===== src/rtl/pattern_tx.sv =====
// pattern_tx: serialises a captured pattern LSB first as a framed bit stream.
// Optional even-parity bit appended when PATTERN_TX_PARITY_EN is defined.
module pattern_tx #(
    parameter int WIDTH = 8
) (
    input  logic             CLK,
    input  logic             RESET,
    input  logic             start,
    input  logic [WIDTH-1:0] pattern,
    input  logic [3:0]       len,
    output logic             x,
    output logic             valid,
    output logic             busy,
    output logic             done,
    output logic [1:0]       S
);

    typedef enum logic [1:0] {
        IDLE  = 2'b00,
        SHIFT = 2'b01,
`ifdef PATTERN_TX_PARITY_EN
        PAR   = 2'b10,
`endif
        DONE  = 2'b11
    } state_t;

    state_t           state, state_d;
    logic [WIDTH-1:0] sreg, sreg_d;
    logic [3:0]       cnt, cnt_d;
    logic             x_d;
    logic [4:0]       eff_len;
`ifdef PATTERN_TX_PARITY_EN
    logic             par, par_d;
`endif

    // A zero or oversize length means "send the whole register".
    always_comb begin
        if (len == 4'd0 || {1'b0, len} > 5'(WIDTH))
            eff_len = 5'(WIDTH);
        else
            eff_len = {1'b0, len};
    end

    // NOTE: every signal gets a default before the case, so no path leaves
    // a combinational output unassigned and no latch is inferred.
    always_comb begin
        state_d = state;
        sreg_d  = sreg;
        cnt_d   = cnt;
        x_d     = 1'b0;
`ifdef PATTERN_TX_PARITY_EN
        par_d   = par;
`endif
        case (state)
            IDLE: begin
                if (start) begin
                    state_d = SHIFT;
                    x_d     = pattern[0];
                    sreg_d  = pattern >> 1;
                    cnt_d   = 4'(eff_len - 5'd1);
`ifdef PATTERN_TX_PARITY_EN
                    par_d   = pattern[0];
`endif
                end
            end
            SHIFT: begin
                // cnt counts bits still to come after the one on x; stops at 0.
                if (cnt == 4'd0) begin
`ifdef PATTERN_TX_PARITY_EN
                    state_d = PAR;
                    x_d     = par;
`else
                    state_d = DONE;
`endif
                end else begin
                    x_d    = sreg[0];
                    sreg_d = sreg >> 1;
                    cnt_d  = cnt - 4'd1;
`ifdef PATTERN_TX_PARITY_EN
                    par_d  = par ^ sreg[0];
`endif
                end
            end
`ifdef PATTERN_TX_PARITY_EN
            PAR:     state_d = DONE;
`endif
            DONE:    state_d = IDLE;
            default: state_d = IDLE;
        endcase
    end

    // NOTE: sequential state uses non-blocking assignments so every register
    // samples the pre-edge values regardless of statement order.
    always_ff @(posedge CLK) begin
        if (RESET) begin
            state <= IDLE;
            sreg  <= '0;
            cnt   <= '0;
            x     <= 1'b0;
`ifdef PATTERN_TX_PARITY_EN
            par   <= 1'b0;
`endif
        end else begin
            state <= state_d;
            sreg  <= sreg_d;
            cnt   <= cnt_d;
            x     <= x_d;
`ifdef PATTERN_TX_PARITY_EN
            par   <= par_d;
`endif
        end
    end

`ifdef PATTERN_TX_PARITY_EN
    assign valid = (state == SHIFT) || (state == PAR);
`else
    assign valid = (state == SHIFT);
`endif
    assign busy = (state != IDLE);
    assign done = (state == DONE);
    assign S    = state;

endmodule


===== config.mk =====
export PLATFORM = sky130hd
export DESIGN_NAME = pattern_tx
export DESIGN_NICKNAME = d
export VERILOG_FILES = /design/src/rtl/pattern_tx.sv
export SDC_FILE = /design/constraint.sdc
export NUM_CORES = 1
export LEC_CHECK = 0
export CAP_MARGIN = 20
export CORE_MARGIN = 1
export CORE_UTILIZATION = 47
export DETAILED_ROUTE_END_ITERATION = 10
export PLACE_DENSITY_LB_ADDON = 0.15
export SETUP_SLACK_MARGIN = 0.3
export SLEW_MARGIN = 30
export SYNTH_ARGS = -nofsm -noshare
export SYNTH_HDL_FRONTEND = slang
export SYNTH_SLANG_ARGS = --single-unit

===== constraint.sdc =====
create_clock -name CLK -period 4.3 [get_ports CLK]
set_clock_uncertainty 0.1 [all_clocks]
set_input_delay 0.86 -clock CLK [delete_from_list [all_inputs] [get_ports CLK]]
set_output_delay 0.86 -clock CLK [all_outputs]
set_load 0.02 [all_outputs]

After elaboration in Yosys (flattened, before gate mapping) --
Cells that the tools add are included.
Storage, ports and cells: word-level logic and storage cells 33, flip-flop bits (word level) 15, input port bits 15
Cells by class: multiplexer cells 13, reduce and logical (&&, ||, !) cells 8, eq/ne operators 5, add/sub/neg operators 2, magnitude comparators 1
Operators by type and width (number):
- 8-bit two-way mux | 2
- 8-bit one-hot mux with 2 select lines | 1
- 4-bit two-way mux | 3
- 4-bit logical NOT | 2
- 4-bit one-hot mux with 2 select lines | 1
- 4-bit by 1-bit subtractor with 4-bit output (second input constant) | 2
- 4-bit > comparator (second input constant) | 1
- 2-bit two-way mux | 2
- 2-bit != test (second input constant) | 2
- 2-bit one-hot mux with 2 select lines | 1
- 2-bit nonzero test | 2
- 3-bit AND reduction | 1
- 2-bit by 1-bit equality test with 1-bit output (second input constant) | 1
- 2-bit equality test (second input constant) | 1
- 2-bit logical NOT | 1
- 1-bit two-way mux | 2
- 2-bit by 1-bit != test with 1-bit output (second input constant) | 1
- 1-bit one-hot mux with 2 select lines | 1
- 2-bit AND reduction | 1
- 1-bit logical OR | 1

Depth between registers and ports, before layout --
Gate-level depths: netlist of run 1.
depth in word-level cells 6, gate-level depth with buffers 6, gate-level depth less buffers 5

Worst setup path after synthesis of run 1 --
No wires, ideal clock.
path kind input -> register, start point in start, end point reg sreg[5], path buffers 1, stages on the path 5, arrival time 1734 ps, setup time 91 ps, required time 4109 ps, setup slack 2375 ps, path through nor3b_1 a21o_2 buf_6 nor2_1 a311oi_1
Between the ends: word-level cells in the longest chain between the ends 2
RTL lines:
- start: declaration | line 8 | input logic start,
- 2-bit != test (no line)
- 3-bit AND reduction (no line)
- end signal: assignment | line 105 | sreg <= sreg_d;
- end: declaration | line 28 | logic [WIDTH-1:0] sreg, sreg_d;
No other way between the ends. A chain may end at the register's enable or synchronous reset.

Worst setup path in the final report of run 1 --
start point reg state[1] (netlist: S[1]), end point out valid
Between the ends: word-level cells in the longest chain between the ends 1
RTL lines:
- start: declaration | line 27 | state_t state, state_d;
- start signal: assignment | line 104 | state <= state_d;
- 2-bit by 1-bit equality test with 1-bit output | line 117 | assign valid = (state == SHIFT);
- end: declaration | line 12 | output logic valid,
No other way between the ends.

==> impl_metrics.env, run 1 <==
export IMPL_status="finished clean"
export IMPL_synthCells=79
export IMPL_tns_ns=0
export IMPL_synth_main_ff_cell="dfxtp_1"
export IMPL_hold_buffers=0
export IMPL_dp_final_hpwl_um=970.8
export IMPL_rsz0062_at_grt="false"
export IMPL_cts_max_level=1
export IMPL_cts_num_sinks=14
export IMPL_first_global_vias=441
export IMPL_synth_edff_count=0
export IMPL_tightestPinTransition_ns=0.5588
export IMPL_n_fill_cell=119
export IMPL_ios=21
export IMPL_dr_pass1_iters=4
export IMPL_path_clk_slew_ns=0.09
export IMPL_vias=615
export IMPL_register_area_um2=280.3
export IMPL_synth_nets=95
export IMPL_synth_commonest_cells="14 x dfxtp_1, 14 x nand2_1, 10 x nor2_1, 6 x a311oi_1, 5 x nor3_1"
export IMPL_clk_path_buf_depth=2
export IMPL_place_area_um2=860.8
export IMPL_fp_dieH_um=39.67
export IMPL_clock_latency_ns=0.27
export IMPL_syn_area_per_cell_um2=8.442
export IMPL_cts_resized_gates=0
export IMPL_antenna_found_initial=0
export IMPL_wl_um=1329
export IMPL_layout_min_cycle_time_ns=3.023
export IMPL_ys_types=28
export IMPL_fmax_mhz=330.8
export IMPL_syn_cell_area_um2=666.9
export IMPL_end_kind="output port"
export IMPL_postLayoutCellArea_um2=897.1
export IMPL_slew_headroom_pct=62.63
export IMPL_crit_type="reg -> out"
export IMPL_dieArea_um2=1574
export IMPL_numCtsBuffers=3
export IMPL_area_growth_pct=34.52
export IMPL_nets=116
export IMPL_cp_data_required_time_ns=3.34
export IMPL_worstPathMaxFanout=12
export IMPL_fin_crit_sh_pct=70.30
export IMPL_root_buffer="clkbuf_4"
export IMPL_total_leakage_power_uw=0.0003598
export IMPL_vias_per_cell=5.395
export IMPL_start_kind="flop"
export IMPL_rows=13
export IMPL_async_reset_ff_share_pct=0
export IMPL_cp_arrival_ns=2.06
export IMPL_peakVddDrop_mv=0.2901
export IMPL_post_cts_repair_setup_buffers=0
export IMPL_synth_seq_area_share_pct=42.03
export IMPL_timing_hold_ws_ns=0.3887
export IMPL_synth_area_leaders="dfxtp_1 42%, nand2_1 7.9%, a311oi_1 7.9%"
export IMPL_routabilityCongestion=0.7923
export IMPL_final_util_pct=68.09
export IMPL_initial_core_util_pct=50.62
export IMPL_wl_per_cell_um=11.66
export IMPL_final_setup_viol_count=0
export IMPL_powerDensity_nw_per_um2=403.8
export IMPL_grt_pass1_wl_um=1883
export IMPL_drt_initial_drc_count=18
export IMPL_diodes=0
export IMPL_drt_antenna_violating_nets=0
export IMPL_ys_seq_elements=14
export IMPL_overflow=0
export IMPL_synth_top_cell_area_share_pct=42.03
export IMPL_drc=0
export IMPL_drive_gt1_share_pct=7.071
export IMPL_synth_top_area_cell="dfxtp_1"
export IMPL_io_buffer_count=20
export IMPL_cts_tree="yes"
export IMPL_hold_path_class="reg -> reg"
export IMPL_multi_input_area_um2=354.1
export IMPL_grt_max_degree=17
export IMPL_finalMaxSlewViolations=0
export IMPL_grt_usage_pct=18.04
export IMPL_cap_viol_max_count=0
export IMPL_synth_warnings=0
export IMPL_die_x_um=39.67
export IMPL_design_core_area_um2=1318
export IMPL_hold_viol_final=0
-- final cells by class --
type                       instances  area share [%]
timing repair buffer              20           22.32
clock buffer                       4           4.045
sequential                        14           31.24
tap                               15           2.092
inverter                           2          0.8368
multi-input combinational         59           39.47
-- metrics by stage --
| step | cells | setup WS [ns] | total power, uW |
|---|---|---|---|
| after floorplan | 79 | 2.375 | 239.4 |
| after CTS | 114 | 1.276 | 363.9 |
| after detailed placement | 110 | 1.579 | 272.2 |
| after global routing | 114 | 1.133 | 383.5 |
| final | 114 | 1.277 | 362.2 |
| after global placement | 110 | 1.646 | 269.7 |
-- flip-flops by register name, indices dropped and copies added (netlist names) --
signal and flops:
S 2, cnt 4, sreg 7, x 1
-- worst max-delay path: stages, from the launching register on --
cell	delay (ns)
dfxtp_1	0.36
nand2b_1	0.38
inv_1	0.38
clkdlybuf4s50_1	0.68
-- logic make-up after synthesis --
group,Yosys count,synth area share [%]
compound gates,14,16.89
xor+xnor,1,1.314
fa+ha+maj,1,1.876
buf+inv,6,4.878
flops,14,42.03
mux,3,4.503
simple gates,40,28.52
-- cell usage in the layout (no fill, tap or decap), types with 2 or more instances in the layout --
cell type,instances
clkdlybuf4s50_1,20
a21oi_1,2
nor2b_1,3
inv_1,2
nand2_1,14
mux2i_1,3
a311oi_1,6
clkbuf_4,3
nor3_1,5
nor2_1,10
dfxtp_1,14
-- final timing paths --
check | start | endpoint | slack, ns | depth (start not counted)
max | S[1] | valid | 1.28 | 3
min | sreg[5] | sreg[4] | 0.39 | 2
max reg2reg | S[1] | cnt[3] | 2.14 | 5
min reg2reg | sreg[5] | sreg[4] | 0.39 | 2
-- power by group --
part | switching, uW | internal, uW | total (uW) | leakage [uW]
registers | 13.0 | 149 | 162 | 0.000116
logic | 55.8 | 51.8 | 108 | 0.000223
clock network | 41.0 | 51.4 | 92.4 | 0.0000210
total | 110 | 252 | 362 | 0.000360
-- routing by layer --
| metal | vias up | routed length [um] | GRT usage, % |
|---|---|---|---|
| met5 | - | 0 | 0 |
| met2 | 21 | 579 | 27.05 |
| met1 | 270 | 676 | 23.63 |
| met4 | 0 | 12 | 10.34 |
| li1 | 322 | - | - |
| met3 | 2 | 62 | 3.409 |
No activity file was read; power rests on OpenSTA's default activity.
==> run 2, diff against run 1 <==
CORE_UTILIZATION = 44   (was 47)
clock period = 3.12 ns   (was 4.3 ns; I/O delays follow)
==> run 2 against run 1 <==
Compared with the run above:
- critical path depth unchanged
- clock power increased by 42%
- final cell count increased by 0.88%
- final area up 0.84%
- non-clock buffer count rose by 1
- critical path type unchanged
- highest routed layer unchanged
==> impl_metrics.env, run 2 (synthesized netlist as in run 1, its figures left out) <==
export IMPL_swShare_pct=30.90
export IMPL_p_total_uw=506.4
export IMPL_crit_family="buffers and inverters"
export IMPL_worstPathMaxFanout=11
export IMPL_initial_core_util_pct=49.40
export IMPL_drive_gt1_share_pct=8.000
export IMPL_grt_pass1_wl_um=2304
export IMPL_dp_final_hpwl_um=1048
export IMPL_finalMaxSlewViolations=0
export IMPL_crit_type="reg -> out"
export IMPL_total_leakage_power_uw=0.0003643
export IMPL_vias=621
export IMPL_largest_register="sreg"
export IMPL_multi_input_area_um2=354.1
export IMPL_final_common_cell="clkdlybuf4s50_1"
export IMPL_hold_path_class="reg -> reg"
export IMPL_path_clk_slew_ns=0.08
export IMPL_rsz0062_at_grt="false"
export IMPL_crit_chain="nand2b_1, inv_1, clkdlybuf4s50_1"
export IMPL_clock_latency_ns=0.28
export IMPL_internal_power_uw=349.9
export IMPL_first_global_vias=536
export IMPL_cts_resized_gates=0
export IMPL_layout_min_cycle_time_ns=2.484
export IMPL_cts_max_level=1
export IMPL_dr_pass1_iters=4
export IMPL_drt_antenna_violating_nets=0
export IMPL_vias_per_cell=5.400
export IMPL_drc=0
export IMPL_start_kind="flop"
export IMPL_seq_power_share_pct=44.4
export IMPL_root_buffer="clkbuf_4"
export IMPL_wl_um=1458
export IMPL_powerDensity_nw_per_um2=559.8
export IMPL_area_growth_pct=35.65
export IMPL_post_cts_repair_setup_buffers=0
export IMPL_fmax_mhz=402.5
export IMPL_slowest_stage="clkdlybuf4s50_1"
export IMPL_design_core_area_um2=1350
export IMPL_end_kind="output port"
export IMPL_wl_per_cell_um=12.68
export IMPL_cp_slowest_stage_delay_ns=0.67
export IMPL_antenna_found_initial=0
export IMPL_overflow=0
export IMPL_dieArea_um2=1675
export IMPL_fin_crit_sh_pct=79.63
export IMPL_cp_data_required_time_ns=2.40
export IMPL_cp_arrival_ns=1.76
export IMPL_cap_viol_max_count=0
export IMPL_register_area_um2=280.3
export IMPL_hold_viol_final=0
export IMPL_slew_headroom_pct=62.86
export IMPL_power_frac_clock_pct=25.9
export IMPL_tns_ns=0
export IMPL_grt_usage_pct=21.44
export IMPL_numCtsBuffers=3
export IMPL_largest_reg_flops=7
export IMPL_cts_tree="yes"
export IMPL_hold_buffers=0
export IMPL_diodes=0
export IMPL_final_setup_viol_count=0
export IMPL_die_x_um=40.93
export IMPL_ios=21
export IMPL_status="finished clean"
export IMPL_routabilityCongestion=0.8170
export IMPL_path_buf_inv=2
export IMPL_clk_path_buf_depth=2
export IMPL_pwr_share_comb_pct=29.8
export IMPL_n_fill_cell=125
export IMPL_nets=117
export IMPL_final_cell_mix="20 x clkdlybuf4s50_1, 14 x dfxtp_1, 14 x nand2_1, 10 x nor2_1, 6 x a311oi_1"
export IMPL_cts_num_sinks=14
export IMPL_peakVddDrop_mv=0.3003
export IMPL_grt_max_degree=17
export IMPL_drt_initial_drc_count=16
export IMPL_switching_power_uw=156.5
export IMPL_fp_dieH_um=40.93
export IMPL_tightestPinTransition_ns=0.5553
export IMPL_rows=13
export IMPL_io_buffer_count=20
-- run 2: cell types whose count changed in the layout (fill, tap and decap cells not counted) --
cell,previous run,this run
buf_4,0,1
-- run 2: area by class of cell --
type | instances | share of cell area, %
clock buffer | 4 | 4.011
inverter | 2 | 0.8299
multi-input combinational | 59 | 39.14
sequential | 14 | 30.98
tap | 15 | 2.075
timing repair buffer | 21 | 22.96
-- run 2: worst paths after layout --
check	from	to	slack, ns	cells after the start
worst max-delay path	S[1]	valid	0.64	3
worst min-delay path	cnt[0]	cnt[0]	0.38	2
worst max register to register	cnt[0]	cnt[3]	1.31	4
worst min register to register	cnt[0]	cnt[0]	0.38	2
-- run 2: power groups by stage --
stage	Combinational, uW	Clock (uW)	Sequential [uW]
CTS	152	135	224
global placement	148	0	227
floorplan	103	0	227
finish	151	131	225
global route	168	141	228
detailed placement	151	0	228
-- run 2: stage by stage --
step | area, um^2 | cells | setup WS, ns | utilization [%] | hold slack (ns)
4_1_cts | 904.6 | 115 | 0.6346 | 67.01 | 0.3844
3_3_place_gp | 868.3 | 111 | 0.8187 | 64.32 | 0.3617
6_report | 904.6 | 115 | 0.6356 | 67.01 | 0.3827
5_1_grt | 904.6 | 115 | 0.5377 | 67.01 | 0.4028
2_1_floorplan | 666.9 | 79 | 1.354 | - | 0.3444
3_5_place_dp | 868.3 | 111 | 0.7923 | 64.32 | 0.3712
-- run 2: per-layer routing --
layer  up-vias  share of wire (%)  GRT usage, %
met4         0               0.82         12.50
met1       276                 47         25.50
met5         -                  0             0
met2        19                 49         35.94
met3         2                3.7         3.261
li1        324                  -             -
-- run 2: tightest hold or removal path: stages (launching register included) --
cell,delay (ns)
dfxtp_1,0.33
nand2_1,0.06
a21oi_1,0.05
